===== src/rtl/imem_loader.sv =====
// Byte-stream to imem loader: packs bytes into 32-bit words, writes them at word addresses 0..N-1.
// Latency: we pulses the cycle after the 4th byte of a word; byte_ready is low during WRITE/IDLE/DONE.
// Optional trailing checksum word compared to the sum of written words: IMEM_LOADER_CHECKSUM_EN.
module imem_loader #(
    parameter int ADDR_W     = 6,
    parameter bit LITTLE_END = 1'b1
) (
    input  logic              clk,
    input  logic              reset,
    input  logic              start,
    input  logic [ADDR_W-1:0] num_words,
    input  logic [7:0]        byte_in,
    input  logic              byte_valid,
    output logic              byte_ready,
    output logic              we,
    output logic [ADDR_W-1:0] wa,
    output logic [31:0]       wd,
    output logic              busy,
    output logic              done,
    output logic              err
);

    typedef enum logic [2:0] {
        S_IDLE    = 3'd0,
        S_COLLECT = 3'd1,
        S_WRITE   = 3'd2,
`ifdef IMEM_LOADER_CHECKSUM_EN
        S_CHECK   = 3'd3,
`endif
        S_DONE    = 3'd4
    } state_t;

    localparam logic [ADDR_W:0] ONE = 1;

    state_t          state, state_nxt;
    logic [1:0]      byte_cnt;
    logic [1:0]      lane;
    logic [ADDR_W:0] word_cnt, word_tgt;
    logic [31:0]     asm_word, asm_nxt;
    logic            start_ok, accept, last_byte, last_word;

    assign start_ok  = start && (state == S_IDLE || state == S_DONE);
    assign accept    = byte_valid && byte_ready;
    assign last_byte = accept && (byte_cnt == 2'd3);
    assign last_word = (word_cnt + ONE) == word_tgt;
    assign lane      = LITTLE_END ? byte_cnt : ~byte_cnt;

    always_comb begin
        asm_nxt = asm_word;
        asm_nxt[{lane, 3'b000} +: 8] = byte_in;
    end

    always_ff @(posedge clk) begin
        if (!reset) state <= S_IDLE;
        else        state <= state_nxt;
    end

    always_comb begin
        state_nxt = state;
        case (state)
            S_IDLE, S_DONE: if (start) state_nxt = S_COLLECT;
            S_COLLECT:      if (last_byte) state_nxt = S_WRITE;
            S_WRITE: begin
                if (!last_word)
                    state_nxt = S_COLLECT;
                else
`ifdef IMEM_LOADER_CHECKSUM_EN
                    state_nxt = S_CHECK;
`else
                    state_nxt = S_DONE;
`endif
            end
`ifdef IMEM_LOADER_CHECKSUM_EN
            S_CHECK:        if (last_byte) state_nxt = S_DONE;
`endif
            default:        state_nxt = S_IDLE;
        endcase
    end

    always_comb begin
        byte_ready = 1'b0;
        we         = 1'b0;
        busy       = 1'b0;
        done       = 1'b0;
        case (state)
            S_COLLECT: begin byte_ready = 1'b1; busy = 1'b1; end
            S_WRITE:   begin we = 1'b1;         busy = 1'b1; end
`ifdef IMEM_LOADER_CHECKSUM_EN
            S_CHECK:   begin byte_ready = 1'b1; busy = 1'b1; end
`endif
            S_DONE:    done = 1'b1;
            default:   ;
        endcase
    end

    always_ff @(posedge clk) begin
        if (!reset) begin
            byte_cnt <= '0;
            word_cnt <= '0;
            word_tgt <= '0;
            asm_word <= '0;
            wa       <= '0;
            wd       <= '0;
        end else begin
            if (start_ok) begin
                word_tgt <= (num_words == '0) ? {1'b1, {ADDR_W{1'b0}}} : {1'b0, num_words};
                word_cnt <= '0;
                byte_cnt <= '0;
                wa       <= '0;
            end
            if (accept) begin
                asm_word <= asm_nxt;
                byte_cnt <= byte_cnt + 2'd1;
                // wd only moves on a completed data word, never for the checksum word
                if (byte_cnt == 2'd3 && state == S_COLLECT)
                    wd <= asm_nxt;
            end
            if (state == S_WRITE) begin
                word_cnt <= word_cnt + ONE;
                if (!last_word)
                    wa <= wa + 1'b1;
            end
        end
    end

`ifdef IMEM_LOADER_CHECKSUM_EN
    logic [31:0] sum;

    always_ff @(posedge clk) begin
        if (!reset) begin
            sum <= '0;
            err <= 1'b0;
        end else begin
            if (start_ok) begin
                sum <= '0;
                err <= 1'b0;
            end
            if (state == S_WRITE)
                sum <= sum + wd;
            if (state == S_CHECK && last_byte)
                err <= (asm_nxt != sum);
        end
    end
`else
    assign err = 1'b0;
`endif

endmodule


===== config.mk =====
export PLATFORM = sky130hd
export DESIGN_NAME = imem_loader
export DESIGN_NICKNAME = d
export VERILOG_FILES = /design/src/rtl/imem_loader.sv
export SDC_FILE = /design/constraint.sdc
export NUM_CORES = 1
export LEC_CHECK = 0
export ABC_AREA = 1
export CELL_PAD_IN_SITES_DETAIL_PLACEMENT = 1
export CELL_PAD_IN_SITES_GLOBAL_PLACEMENT = 2
export CORE_MARGIN = 1
export CORE_UTILIZATION = 27
export DETAILED_ROUTE_END_ITERATION = 10
export GPL_ROUTABILITY_DRIVEN = 0
export PLACE_DENSITY = 0.77
export SYNTH_ARGS = -nofsm -noshare
export SYNTH_HDL_FRONTEND = slang
export SYNTH_SLANG_ARGS = --single-unit

===== constraint.sdc =====
create_clock -name clk -period 1.7 [get_ports clk]
set_input_delay 0.34 -clock clk [delete_from_list [all_inputs] [get_ports clk]]
set_output_delay 0.34 -clock clk [all_outputs]
set_load 0.03 [all_outputs]

# Word-level counts from Yosys, hierarchy flattened
# Cells that the tools add are included.
# W data, S select, Z words.
word_totals:
  register_bits: 89
  output_inout_bits: 43
  in_bits: 18
  elab_cells: 50
classes:
  addsub: 4
  eq_ne: 7
  reduce_logical: 13
  n_shift: 2
  mux: 17
ops:
  columns: ["operator", "count"]
  rows:
  - ["$bwmux W32", 1]
  - ["$shift A8 B7 Y32 const A", 1]
  - ["$shiftx A8 B7 Y32", 1]
  - ["$mux W7", 3]
  - ["$mux W6", 3]
  - ["$mux W3", 3]
  - ["$pmux W3 S3", 1]
  - ["$add A7 B1 Y7 const B", 1]
  - ["$eq A7 B7 Y1", 1]
  - ["$neg A5 Y7", 1]
  - ["$add A6 B1 Y6 const B", 1]
  - ["$logic_not A6 Y1", 1]
  - ["$logic_and A1 B1 Y1", 4]
  - ["$mux W1", 4]
  - ["$mux W2", 2]
  - ["$ne A2 B2 Y1 const B", 2]
  - ["$reduce_and A2 Y1", 2]
  - ["$reduce_bool A2 Y1", 2]
  - ["$reduce_or A2 Y1", 2]
  - ["$eq A3 B1 Y1 const B", 1]
  - ["$eq A3 B2 Y1 const B", 1]
  - ["$eq A3 B3 Y1 const B", 1]
  - ["$logic_not A3 Y1", 1]
  - ["$add A2 B1 Y2 const B", 1]
  - ["other kinds (2)", 2]

# Depth between registers and ports, before layout
# Gate-level depths: netlist (run 1).
logic_depth:
  depth_word: 6
  mapped_depth: 14
  mapped_depth_nobuf: 14

# Least setup slack after synthesis (run 1)
# OpenSTA, ideal clock, no wires.
synth_path:
  path_kind: "reg-to-reg"
  from: "register byte_cnt[0]"
  to: "register wd[23]"
  synth_period_minus_slack_ps: 1812
  setup_time_ps: 58
  setup_slack_ps: -112
  n_path_buf: 1
  arrival_time_ps: 1754
  path_stages_with_launch: 9
  t_required_ps: 1642
  cell_sequence: "dfxtp_1 -> buf_2 -> inv_1 -> ha_1 -> inv_1 -> nor3_2 -> a21boi_0 -> a21oi_1 -> o21a_1"
synth_via:
  elab_chain_cells: 3
  elab_cells_between_ends: 7
  cone_classes: "add/sub: 1; eq/ne: 1; shift: 2; mux: 1; reduce/logical: 2"
synth_rtl:
  columns: ["element", "line", "rtl"]
  rows:
  - ["from (decl)", "36", "logic [1:0] byte_cnt;"]
  - ["from (signal assigned)", "113", "byte_cnt <= byte_cnt + 2'd1;"]
  - ["$neg A5 Y7 / $eq A2 B2 Y1 (equally long branches)", "50, 115", null]
  - ["$shiftx A8 B7 Y32, or another cell as far along", "50", "asm_nxt[{lane, 3'b000} +: 8] = byte_in;"]
  - ["$bwmux W32 / $reduce_and A2 Y1 (equally long branches)", null, null]
  - ["to (signal assigned)", "116", "wd <= asm_nxt;"]
  - ["to (decl)", "17", "output logic [31:0] wd,"]
# Several ways; a longest one is shown, not always the timed one.
# A chain may end at the register's enable or synchronous reset.

# Worst setup path after layout (run 1)
layout_path:
  from: "register state[2]"
  to: "output port busy"
layout_via:
  elab_chain_cells: 3
  elab_cells_between_ends: 4
  cone_classes: "eq/ne: 2; mux: 1; reduce/logical: 1"
layout_rtl:
  columns: ["element", "line", "rtl"]
  rows:
  - ["from (decl)", "35", "state_t state, state_nxt;"]
  - ["from (signal assigned)", "55", "else state <= state_nxt;"]
  - ["$eq A3 B1 Y1 / $eq A3 B2 Y1 (equally long branches)", "85", "case (state)"]
  - ["$reduce_or A2 Y1 (no line) *", null, null]
  - ["$mux W1 *", "85", null]
  - ["to (decl)", "18", "output logic busy,"]
# Every way passes the cells marked *; elsewhere a longest branch is shown, timed or not.

==> metrics.md, run 1 <==
| Metric | Value |
|---|---|
| Post-synth top area cell | dfxtp_1 |
| Clock Latency Late Sink | 0.34 ns |
| Vias in the first global route | just under 4,000 |
| Slowest-stage cell, CP | dfxtp_4 |
| Final setup viols | 1 |
| Critical Path Start | state[2]$_SDFFE_PN0P_ |
| Residual DRC | 0 |
| Area post-placement | 0.00480 mm2 |
| Failing checks | negative setup slack |
| Critical path class | flip-flop to primary output |
| Cts bufs inserted | 9 |
| Simple-gate portion of the synthesized area | about a quarter |
| Placed cells | between 700 and 800 |
| Synth Flop Type | dfxtp_1 |
| Initial antenna violation count | 0 |
| Critical Path RT | 1.36 ns |
| Nets | 631 |
| Synth Area in Compound Gates | between 15 and 20% |
| Clk Tree Root Cell | clkbuf_16 |
| Pwr dens | roughly 800 mW/mm2 |
| Die ar. | between 0.01 and 0.015 mm2 |
| H-tree level count | 3 |
| CTS sink count | 81 |
| Grt ovf | 0 |
| Syn_nets | around 540 |
| Ranking of synthesized cells by area | dfxtp_1 44%, nor2_1 8.7%, a21oi_1 7.0%, nand2_1 7.0%, o21ai_0 6.5% |
| Post-synthesis register bit count | a little over 80 |
| Syn avg cell area | 7.24 um2 |
| Most frequent cell after synthesis | nor2_1 |
| Rows | 42 |
| Final WS setup | -0.00747 ns |
| Worst R2R Setup Slack | ~0.02 ns |
| Post-DP HPWL | 8300 um |
| Crit Path Max Fanout | 3 |
| RSZ-0062 raised after global routing | true |
| Crit path launch type | flip-flop |
| Leakage | ~2.6 nW |
| Non-Filler Instances | roughly 800 |
| Synth unique cells | 35 |
| Worst path bufs/invs | 3 |
| Post-route ant nets | 0 |
| TritonCTS clock tree | yes |
| Chip width | between 100 and 150 um |
| Post-synth ARST share | 0% |
| Yosys warning total | 0 |
| Final Power | approximately 4.3 mW |
| Adder-cell share of the synthesized area | 2.35% |
| Io pins | 61 |
| Sequential fraction of the synthesis area | a little over two fifths |
| Total of max-cap violations | 0 |
| Period utilisation layout | 100% |
| Synth Area in XOR/XNOR | around 1.9% |
| Core footprint | 0.0133 mm2 |
| I/O Buffers | 59 |
| Fraction of layout cells with a size suffix above 1 | roughly a quarter |
| Antenna diodes | 0 |
| CP top delay family | flip-flops |
| Max IR drop VDD | around 0.52 mV |
| Pin count of the biggest net entering global routing | 43 |
| Main combinational cell family by area after synthesis | simple AND/OR/NAND/NOR gates |
| Syn Std Cell Area | 0.00372 mm2 |
| Crit path largest cell delay | around 0.35 ns |
| Final WL | approximately 12,000 um |
| R2R Path Start | word_cnt[1]$_SDFFE_PN0P_ |
| Area growth from synthesis to layout | 44.8% |
| Cells after synthesis | 514 |
| Post-synth EDFFs | 0 |
| CP most frequent cell | buf_6 |
| Area share of the largest cell type after synthesis | a little over two fifths |
| DRT iter0 DRCs | between 150 and 200 |
| Commonest cells post-synth | 86 x nor2_1, 81 x dfxtp_1, 69 x nand2_1, 53 x inv_1, 52 x a21oi_1 |
| Starting Density | between 20% and 30% |
| Wire per inst | 14.9 um |
| HP Start | asm_word[3]$_SDFFE_PN0P_ |
| Worst min path class | flip-flop to flip-flop |
| Worst Path Arrival | approximately 1.4 ns |
| Total GRT Usage | between 15 and 20% |
| Achievable Freq | ~590 MHz |
| Setup Skew | between 0.006 and 0.007 ns |
| Critical-path cell list | buf_6, nor3_4, inv_2, nand2_2, buf_6 |
| Clock Path Buffers | 2 |
| Crit path time final | ~1.7 ns |
| Design area | ~0.0054 mm2 |
| Die height | 119 um |
| DRT Pass-1 Iters | 4 |
| Status | complete, but fails checks |
| Pins Over Slew Limit | 0 |
| CP Capture Type | primary output |
| Final hold vios | 0 |
| Post-synthesis mux area share | 0% |
| Global-route wire length before repair | 19,000 um |
| Via count | approximately 3,700 |
| Fillers | 1,644 |
| Reg clk slew, reported paths | 0.06 ns |
| Drt via density | about 4.7 |
## kinds of logic after synthesis
family / after synthesis
AO/OA/AOI/OAI: 130
XOR/XNOR: 8
adder cells (fa/ha/maj): 7
buffers and inverters: 84
flip-flops: 81
other: 1
AND/OR/NAND/NOR: 203
## report_power, final
part           total (mW)  internal [mW]  switching [mW]
combinational       0.536          0.227           0.309
sequential           1.98           1.95          0.0298
clock                1.78           1.02           0.759
## worst reg2reg max path: cells and delay by family, from the launching register on
| kind | cells | cell delay (ns) |
|---|---|---|
| adders and majority gates | 1 | 0.17 |
| and+or+nand+nor | 12 | 0.95 |
| DFF | 1 | 0.33 |
| buffers and inverters | 1 | 0.13 |
## cells in the final DEF, fill, tap and decap left out, types with 2 or more instances in the layout
cell	Yosys	routed
buf_4	2	38
dfxtp_2	0	6
clkdlybuf4s50_1	0	17
nand2_1	69	54
nand4_1	3	3
clkinvlp_4	0	2
nand2_4	2	3
clkbuf_16	0	9
inv_1	53	45
ha_4	0	2
inv_2	2	7
nor2_4	2	7
nand3_2	1	3
buf_12	0	5
ha_1	7	4
a21oi_2	0	5
a21oi_1	52	47
clkinv_1	2	2
dlygate4sd2_1	0	19
dfxtp_1	81	74
o22ai_1	8	5
nor2_2	4	9
dlymetal6s2s_1	0	19
nor2_1	86	76
clkbuf_1	16	2
xor2_1	6	6
o21ai_0	48	48
a211oi_1	9	9
nand2_2	6	20
buf_6	0	8
clkinv_2	0	2
o21ai_1	4	3
a32o_2	0	5
nand3_1	23	21
nor3_1	3	2
nor3_4	1	3
inv_4	0	2
o22ai_2	0	3
## metal layers
metal  global-route usage (%)  routed length [um]  vias to the layer above
li1                         -                   -                     1867
met5                        0                   0                        -
met1                     19.3                5160                     1790
met4                     7.42                 221                        0
met3                     3.69                 369                       14
met2                     30.6                5930                       48
## per-stage QoR
| step | setup WS (ns) | utilization [%] | setup TNS (ns) | hold WS, ns |
|---|---|---|---|---|
| after floorplan | 0.0281 | - | 0 | 0.436 |
| after CTS | 0.00133 | 38.2 | 0 | 0.465 |
| after global routing | -0.0872 | 40.4 | -0.634 | 0.492 |
| final | -0.00747 | 40.4 | -0.00747 | 0.460 |
| after global placement | -0.00207 | 36.0 | -0.00207 | 0.445 |
| after detailed placement | -0.0376 | 36.0 | -0.228 | 0.454 |
## worst paths after layout
path | end | depth (start not counted)
max | busy | 5
min | asm_word[3]$_SDFFE_PN0P_ | 2
max reg2reg | wa[0]$_SDFF_PN0_ | 14
min reg2reg | asm_word[3]$_SDFFE_PN0P_ | 2
## layout make-up
| cell class | count | area, um2 | share of cell area (%) |
|---|---|---|---|
| Multi-Input combinational cell | 349 | 1980 | 36.8 |
| Clock inverter | 3 | 17.5 | 0.325 |
| Clock buffer | 12 | 246 | 4.57 |
| Inverter | 57 | 223 | 4.13 |
| Timing Repair Buffer | 108 | 1070 | 19.8 |
| Sequential cell | 81 | 1630 | 30.3 |
| Tap cell | 176 | 220 | 4.09 |
## state kept, by name (all words and copies together), names as in the netlist
signal / cells
asm_word: 24
word_cnt: 7
wd: 32
wa: 6
state: 3
byte_cnt: 2
word_tgt: 7
## what timing repair did
item | in CTS | in global routing
buffers inserted | 2 | 5
pin swaps | 5 | 28
gates resized for setup | 36 | 84
hold buffers | 0 | 0
cloned | 0 | 1
endpoints found under the setup margin | 30 | 71
Power figures use the tool's default switching activity.
==> run 2, diff against run 1 <==
CORE_MARGIN = unset   (was 1)
SLEW_MARGIN = 20   (was unset)
==> results of run 2 <==
No change in the layout: final DEF, timing and power equal those of run 1.
